--- src/rtl/timer_pkg.sv ---
// -----------------------------------------------------------------------------
// timer_pkg
// Shared definitions for the countdown timer slice.
//   state_t          : encoded FSM states of countdown_ctrl (also the debug code
//                      driven on countdown_ctrl.state)
//   TICK_DIV_DEFAULT : default clk cycles per countdown tick
//   PW_DEFAULT       : default prescaler width (2**PW_DEFAULT >= TICK_DIV_DEFAULT)
// -----------------------------------------------------------------------------
package timer_pkg;

    typedef enum logic [2:0] {
        IDLE    = 3'd0,
        ARMED   = 3'd1,
        RUN     = 3'd2,
        PAUSED  = 3'd3,
        EXPIRED = 3'd4
    } state_t;

    localparam int TICK_DIV_DEFAULT = 100;
    localparam int PW_DEFAULT       = 7;

endpackage

--- src/rtl/tick_prescaler.sv ---
// -----------------------------------------------------------------------------
// tick_prescaler
// Counts 0..TICK_DIV-1 while enabled and emits a registered one-cycle wrap
// pulse in the cycle after the count passes TICK_DIV-1. When not enabled the
// count holds its value, so a paused countdown resumes mid-period.
// Ports:
//   clk    in   system clock, rising edge
//   rst    in   asynchronous active-low reset
//   enable in   advance the count this cycle
//   clear  in   force the count to 0 (wins over enable, kills any wrap)
//   wrap   out  registered one-cycle pulse after a wrap
//   count  out  current (held) count
// -----------------------------------------------------------------------------
module tick_prescaler
    import timer_pkg::*;
#(
    parameter int TICK_DIV = TICK_DIV_DEFAULT,
    parameter int PW       = PW_DEFAULT
) (
    input  logic          clk,
    input  logic          rst,
    input  logic          enable,
    input  logic          clear,
    output logic          wrap,
    output logic [PW-1:0] count
);

    localparam logic [PW-1:0] LAST = PW'(TICK_DIV - 1);

    logic [PW-1:0] count_reg, count_next;
    logic          wrap_reg, wrap_next;

    always_comb begin
        count_next = count_reg;
        wrap_next  = 1'b0;
        if (clear) begin
            count_next = '0;
        end else if (enable) begin
            if (count_reg == LAST) begin
                count_next = '0;
                wrap_next  = 1'b1;
            end else begin
                count_next = count_reg + 1'b1;
            end
        end
    end

    always_ff @(posedge clk or negedge rst) begin
        if (!rst) begin
            count_reg <= '0;
            wrap_reg  <= 1'b0;
        end else begin
            count_reg <= count_next;
            wrap_reg  <= wrap_next;
        end
    end

    assign wrap  = wrap_reg;
    assign count = count_reg;

endmodule

--- src/rtl/countdown_ctrl.sv ---
// -----------------------------------------------------------------------------
// countdown_ctrl
// Control stage in front of the digit chain: sequences load / start / pause /
// expiry, pulses reconfig to every digit, and feeds the prescaled borrow tick
// into the least-significant digit.
// Ports:
//   clk          in   system clock, rising edge
//   rst          in   asynchronous active-low reset
//   load         in   (re)load starting digits; level, re-pulses while held
//   start        in   start (from ARMED) or resume (from PAUSED)
//   pause        in   freeze the countdown (RUN only)
//   clear        in   return from EXPIRED to IDLE
//   preset_zero  in   presented starting digits are all zero; sampled with load
//   done_in      in   noBorrowDown of the least-significant digit
//   reconfig     out  one-cycle reload pulse to all digits
//   borrow_down  out  one-cycle tick to the least-significant digit
//   running      out  state is RUN
//   paused       out  state is PAUSED
//   expired      out  state is EXPIRED
//   expire_pulse out  one-cycle pulse on entry to EXPIRED
//   state        out  encoded FSM state (debug)
// -----------------------------------------------------------------------------
module countdown_ctrl
    import timer_pkg::*;
#(
    parameter int TICK_DIV = TICK_DIV_DEFAULT,
    parameter int PW       = PW_DEFAULT
) (
    input  logic       clk,
    input  logic       rst,
    input  logic       load,
    input  logic       start,
    input  logic       pause,
    input  logic       clear,
    input  logic       preset_zero,
    input  logic       done_in,
    output logic       reconfig,
    output logic       borrow_down,
    output logic       running,
    output logic       paused,
    output logic       expired,
    output logic       expire_pulse,
    output logic [2:0] state
);

    state_t state_reg, state_next;
    logic   zero_pending_reg, zero_pending_next;
    logic   reconfig_reg, reconfig_next;
    logic   expire_pulse_reg, expire_pulse_next;

    logic          presc_enable;
    logic          presc_clear;
    logic          presc_wrap;
    // Held count is kept on the prescaler for probing; the FSM only needs wrap.
    logic [PW-1:0] held_count_unused;

    tick_prescaler #(
        .TICK_DIV (TICK_DIV),
        .PW       (PW)
    ) u_prescaler (
        .clk    (clk),
        .rst    (rst),
        .enable (presc_enable),
        .clear  (presc_clear),
        .wrap   (presc_wrap),
        .count  (held_count_unused)
    );

    always_comb begin
        state_next        = state_reg;
        zero_pending_next = zero_pending_reg;
        presc_enable      = 1'b0;
        presc_clear       = 1'b0;

        if (load) begin
            // Load overrides everything; clearing the prescaler also kills any
            // tick due this cycle, so reconfig and borrow_down never overlap.
            state_next        = ARMED;
            zero_pending_next = preset_zero;
            presc_clear       = 1'b1;
        end else begin
            case (state_reg)
                IDLE: ;
                ARMED: begin
                    presc_clear = 1'b1;
                    if (start) begin
                        // An all-zero preset never raises done_in on its own,
                        // so expire directly without issuing a borrow.
                        state_next = zero_pending_reg ? EXPIRED : RUN;
                    end
                end
                RUN: begin
                    // Prescaler only advances when neither expiry nor pause
                    // takes effect, so a coincident wrap yields no tick.
                    if (done_in) begin
                        state_next = EXPIRED;
                    end else if (pause) begin
                        state_next = PAUSED;
                    end else begin
                        presc_enable = 1'b1;
                    end
                end
                PAUSED: begin
                    if (start && !pause) begin
                        state_next = RUN;
                    end
                end
                EXPIRED: begin
                    if (clear) begin
                        state_next = IDLE;
                    end
                end
                default: state_next = IDLE;
            endcase
        end

        reconfig_next     = load;
        expire_pulse_next = (state_next == EXPIRED) && (state_reg != EXPIRED);
    end

    always_ff @(posedge clk or negedge rst) begin
        if (!rst) begin
            state_reg        <= IDLE;
            zero_pending_reg <= 1'b0;
            reconfig_reg     <= 1'b0;
            expire_pulse_reg <= 1'b0;
        end else begin
            state_reg        <= state_next;
            zero_pending_reg <= zero_pending_next;
            reconfig_reg     <= reconfig_next;
            expire_pulse_reg <= expire_pulse_next;
        end
    end

    assign reconfig     = reconfig_reg;
    assign borrow_down  = presc_wrap;
    assign expire_pulse = expire_pulse_reg;
    assign running      = (state_reg == RUN);
    assign paused       = (state_reg == PAUSED);
    assign expired      = (state_reg == EXPIRED);
    assign state        = state_reg;

endmodule

--- config.mk ---
export PLATFORM = sky130hd
export DESIGN_NAME = countdown_ctrl
export DESIGN_NICKNAME = d
export VERILOG_FILES = /design/src/rtl/timer_pkg.sv /design/src/rtl/tick_prescaler.sv /design/src/rtl/countdown_ctrl.sv
export SDC_FILE = /design/constraint.sdc
export NUM_CORES = 1
export LEC_CHECK = 0
export BUFFER_PORTS_ARGS = -buffer_cell sky130_fd_sc_hd__buf_4
export CORE_MARGIN = 2
export CORE_UTILIZATION = 54
export CTS_CLUSTER_DIAMETER = 60
export CTS_CLUSTER_SIZE = 25
export DETAILED_ROUTE_END_ITERATION = 10
export PLACE_DENSITY = 0.8
export SLEW_MARGIN = 20
export SYNTH_ARGS = -nofsm -noshare
export SYNTH_HDL_FRONTEND = slang
export SYNTH_SLANG_ARGS = --single-unit
--- constraint.sdc ---
create_clock -name clk -period 2.8 [get_ports clk]
set_input_delay 0.14 -clock clk [delete_from_list [all_inputs] [get_ports clk]]
set_output_delay 0.14 -clock clk [all_outputs]
set_load 0.05 [all_outputs]
* Word level (Yosys, flattened, before mapping)
Cells that the tools add are included.
** Storage, ports and cells
- Output and inout bits :: 9
- Register bits :: 14
- Input bits :: 8
- Word-level logic and storage cells :: 39
** Cells by class
- Equal/unequal tests :: 7
- $add $sub $neg :: 1
- Muxes and demuxes :: 20
- Reductions and logical operators :: 5
** Operators with widths (number)
- 3-bit two-way mux :: 7
- 7-bit two-way mux :: 3
- 3-bit one-hot mux with 5 select lines :: 1
- 1-bit two-way mux :: 9
- 7-bit by 1-bit adder with 7-bit output, second input constant :: 1
- 7-bit equality test, second input constant :: 1
- 3-bit by 2-bit equality test with 1-bit output, second input constant :: 2
- 3-bit equality test, second input constant :: 2
- 3-bit by 1-bit equality test with 1-bit output, second input constant :: 1
- 3-bit logical NOT :: 1
- 3-bit inequality test, second input constant :: 1
- 1-bit logical AND :: 2
- 2-bit nonzero test :: 1
- 1-bit logical NOT :: 1

* Logic depth before layout (Yosys ltp)
- Depth after elaboration :: 7
- Mapped depth :: 6
- Mapped depth without buffers :: 5

* Cells and area by module
Synthesis repeated with hierarchy kept, for this count alone.
** Unflattened totals
- Cells, all modules :: 79
- Area, all modules :: 774.5 um^2
** Modules (own cells, without submodules)
- tick_prescaler :: seq. area each 200.2 um^2, cells an instance 44, instances 1, area an instance 430.4 um^2
- countdown_ctrl :: seq. area each 150.1 um^2, cells an instance 35, instances 1, area an instance 344.1 um^2

* Least setup slack after synthesis
OpenSTA, ideal clock, no wires.
- Path kind :: register to register
- Start :: reg state_reg[0], in the netlist state[0]
- End :: reg expire_pulse_reg, in the netlist expire_pulse
- Path slack :: 0.471 ns
- Setup time :: 0.194 ns
- Data required time :: 2.606 ns
- Buffers on the path :: 1
- Clock period less this slack :: 2.329 ns
- Stages on the path, launching flop included :: 4
- Data arrival time :: 2.135 ns
- Path through :: dfrtp_1 -> buf_2 -> nor3b_1 -> nor4_1
** Between the ends
- Elaborated cells between the ends (all ways) :: 15
- Those cells by class :: 6 x eq/ne; 7 x mux; 2 x reduce/logical
** RTL lines
- start: declaration :: RTL line countdown_ctrl.sv:46 : state_t state_reg, state_next;
- start signal: assignment :: RTL line countdown_ctrl.sv:128 : state_reg <= state_next;
- 3-bit equality test
- via expired :: RTL line countdown_ctrl.sv:41 : output logic expired,
- 3-bit one-hot mux with 5 select lines :: RTL line countdown_ctrl.sv:82 : case (state_reg)
- 3-bit two-way mux :: RTL line countdown_ctrl.sv:75 : if (load) begin
- 3-bit equality test :: RTL line countdown_ctrl.sv:118 : expire_pulse_next = (state_next == EXPIRED) && (state_reg != EXPIRED);
- 1-bit logical AND :: RTL line countdown_ctrl.sv:118
- via expire_pulse_next :: RTL line countdown_ctrl.sv:49 : logic expire_pulse_reg, expire_pulse_next;
- end signal: assignment :: RTL line countdown_ctrl.sv:131 : expire_pulse_reg <= expire_pulse_next;
- end: declaration :: RTL line countdown_ctrl.sv:49
The timed path passes the listed nets, and every way through them passes these cells.
A chain may end at the register's enable or synchronous reset.

* Final worst setup path
- Start :: reg state_reg[0], in the netlist state[0]
- End :: reg u_prescaler.count_reg[3], in the netlist u_prescaler.count[3]
** Between the ends
- Longest elaborated chain between the ends :: 4
- Elaborated cells between the ends (all ways) :: 8
- Those cells by class :: 2 x eq/ne; 5 x mux; 1 x reduce/logical
** RTL lines
- 3-bit by 1-bit equality test with 1-bit output / 3-bit by 2-bit equality test with 1-bit output (equally long branches) :: RTL line countdown_ctrl.sv:82
- 1-bit two-way mux :: RTL line countdown_ctrl.sv:82
- 1-bit two-way mux :: RTL line countdown_ctrl.sv:75
- 7-bit two-way mux / 2-bit nonzero test (equally long branches)
- end signal: assignment :: RTL line tick_prescaler.sv:53 : count_reg <= count_next;
- end: declaration :: RTL line tick_prescaler.sv:30 : logic [PW-1:0] count_reg, count_next;
Several ways; a longest one is shown, not always the timed one.

==> results.cfg <==
[worst_setup_path]
path_class = flop to flop
path_cells = nor3b_4, and2_1, a31oi_1, a311oi_1
crit_required_ns = 2.98
cpMaxStageDelayCell = dfrtp_1
cpPeakStageDelay_ns = 0.50
r2r_end = u_prescaler.count[3]$_DFFE_PN0P_
reg2reg_depth = 4
r2r_setup_slack_ns = 1.14
worst_setup_path_startpoint = state[0]$_DFF_PN0_
rr_startpoint = state[0]$_DFF_PN0_
worst_setup_path_start_kind = flop
crit_fanout = 10
cp_data_arrival_time_ns = 1.84
cp-end-kind = flop

[logic_synthesis]
netlist_area_um2 = 740.7
synth_warnings = 0
ys.flop_type = dfrtp_1
syn_nets = 82
synthArstFlopShare_pct = 100.0
synth_edf_count = 0
synthCells = 73
synth_cell_types = 35
ys_seq_area_share_pct = 47.30
synth.avg_cell_area_um2 = 10.15
ys_ff_latch = 14

[power]
finalPower_w = 0.0004510
sw_frac_of_total_pct = 29.27
p_sw_w = 0.0001320
p_per_area_nw_per_um2 = 497.9
power_frac_seq_pct = 48.8
comb_power_share_pct = 18.5
ir_drop_uv = 408.8
p_int_w = 0.0003190
clkPwrFrac_pct = 32.7
power_leakage_nw = 0.3947

[sta]
hold_viol_final = 0
rsz0062_at_grt = no
fin_worst_skew_ns = 0.002688
fmax_mhz = 603.2
slew_headroom_pct = 72.97
worst_slew_pin_slew_ns = 0.3953
finalCritPeriodShare_pct = 59.21
slew_violations = 0
setup_tns_ns = 0
finalCriticalPeriod_ns = 1.658
setup_viol = 0

[die]
core_area_um2 = 1285
dieWidth_um = 41.04
fp.dieH_um = 41.04
start_util_pct = 57.64
dieArea_um2 = 1684
num_io_pins = 17
row_count = 13

[drt]
avgViaCountPerCell = 6.132
vias = 650
routed_wl_um = 1562
antenna_left = 0
post-route-drc-count = 0
drtIter0Drc = 30
wl_per_cell_um = 14.74
dr.pass1.iters = 4

[clock_network]
cts_tree = yes
path_clk_slew_ns = 0.09
cts_sinks = 14
clockRootBuffer = clkbuf_4
cts_resized = 0
cts_max_path_buffers = 2
cts_setup_buffers = 0
postCtsHoldBufs = 1
cts-htree-levels = 1
clk_latency_ns = 0.28
numCtsBuffers = 3

[layout]
largest_reg_flops = 7
synthToLayoutAreaGrowth_pct = 22.30
nets = 101
fillCellCount = 89
diodes = 0
most-common-layout-cells = buf_4 (16), dfrtp_1 (14), a21oi_1 (7), nand2_1 (6)
regArea_um2 = 350.3
drive_gt1_share_pct = 26.37
multiInputGateArea_um2 = 362.8
mostFrequentLayoutCell = buf_4

[min_path]
hold_start = load
whs_endpoint = reconfig$_DFF_PN0_
hp-class = primary input to flop
whs_path_depth = 1

[placed_design]
gp_congestion = 0.9362
post-dp-hpwl_um = 1141
io_buffers = 16

[global_route]
grt_usage_pct = 24.34
grt_pass1_wl_um = 2573
grt_overflow = 0
grt_pass1_vias = 581
grt_max_degree = 15
antenna_found_initial = 0

[run]
max_cap_viol_count = 0

[run_status]
status = complete, no violations
[routing by layer]
layer	vias up	wire length [µm]	global-route usage, %
met5	-	0	0
li1	309	-	-
met2	31	747	35.55
met1	305	677	32.65
met3	5	115	6.522
met4	0	22	12.50
[stage by stage]
step                util [%]  setup slack (ns)  area [µm²]  std cells  hold WS (ns)
floorplan                  -            0.4706       740.7         73       -0.1556
global placement       66.89             1.310       859.6        101     -0.006198
detailed placement     66.89             1.171       859.6        101     -0.004437
CTS                    70.50             1.153       905.9        106       0.03968
global route           70.50             1.016       905.9        106       0.03522
finish                 70.50             1.142       905.9        106       0.04143
[how the worst max path moves through the flow]
stage | endpoint | slack, ns | depth (start not counted)
global route | u_prescaler.count[3]$_DFFE_PN0P_ | 1.02 | 4
floorplan | expire_pulse$_DFF_PN0_ | 0.47 | 3
CTS | u_prescaler.count[3]$_DFFE_PN0P_ | 1.15 | 4
global placement | u_prescaler.count[3]$_DFFE_PN0P_ | 1.31 | 4
detailed placement | u_prescaler.count[3]$_DFFE_PN0P_ | 1.17 | 4
finish | u_prescaler.count[3]$_DFFE_PN0P_ | 1.14 | 4
[cell usage after synthesis (2+ instances only)]
| cell | instances | share of area (%) |
|---|---|---|
| nor2b_1 | 2 | 1.7 |
| nor2_1 | 4 | 2.0 |
| a31oi_1 | 3 | 2.5 |
| o31ai_1 | 2 | 2.0 |
| inv_1 | 2 | 1.0 |
| nand4b_1 | 2 | 2.4 |
| dfrtp_1 | 14 | 47 |
| a311oi_1 | 2 | 2.4 |
| nand3_1 | 4 | 2.7 |
| and3_1 | 2 | 1.7 |
| nand2_1 | 6 | 3.0 |
| a21oi_1 | 7 | 4.7 |
[cell type report]
cell class	count	area share [%]
Timing Repair Buffer	17	14.36
Multi-Input combinational cell	54	40.06
Inverter	2	0.8287
Clock buffer	4	4.006
Sequential cell	14	38.67
Tap cell	15	2.072
[power groups by stage]
stage          clock [W]  sequential [W]  combinational (W)
2_1_floorplan          0        0.000238          0.0000374
3_3_place_gp           0        0.000224          0.0000813
3_5_place_dp           0        0.000224          0.0000823
4_1_cts         0.000149        0.000220          0.0000837
5_1_grt         0.000159        0.000222          0.0000900
6_report        0.000148        0.000220          0.0000833
[cells by family (layout without fill, tap and decap cells)]
| kind of cell | count (synthesis) | count (layout) | synth area share [%] |
|---|---|---|---|
| compound gates | 19 | 19 | 16.72 |
| xor+xnor | 1 | 1 | 1.183 |
| fa+ha+maj | 1 | 1 | 1.689 |
| buf+inv | 5 | 23 | 3.715 |
| flops | 14 | 14 | 47.30 |
| mux | 1 | 1 | 1.520 |
| simple gates | 32 | 32 | 27.87 |
[critical path, delay by kind of cell (launching register included)]
kind            cells  cell delay (ns)
flops               1             0.50
compound gates      2             0.42
simple gates        2             0.64
No activity file was read; power rests on OpenSTA's default activity.
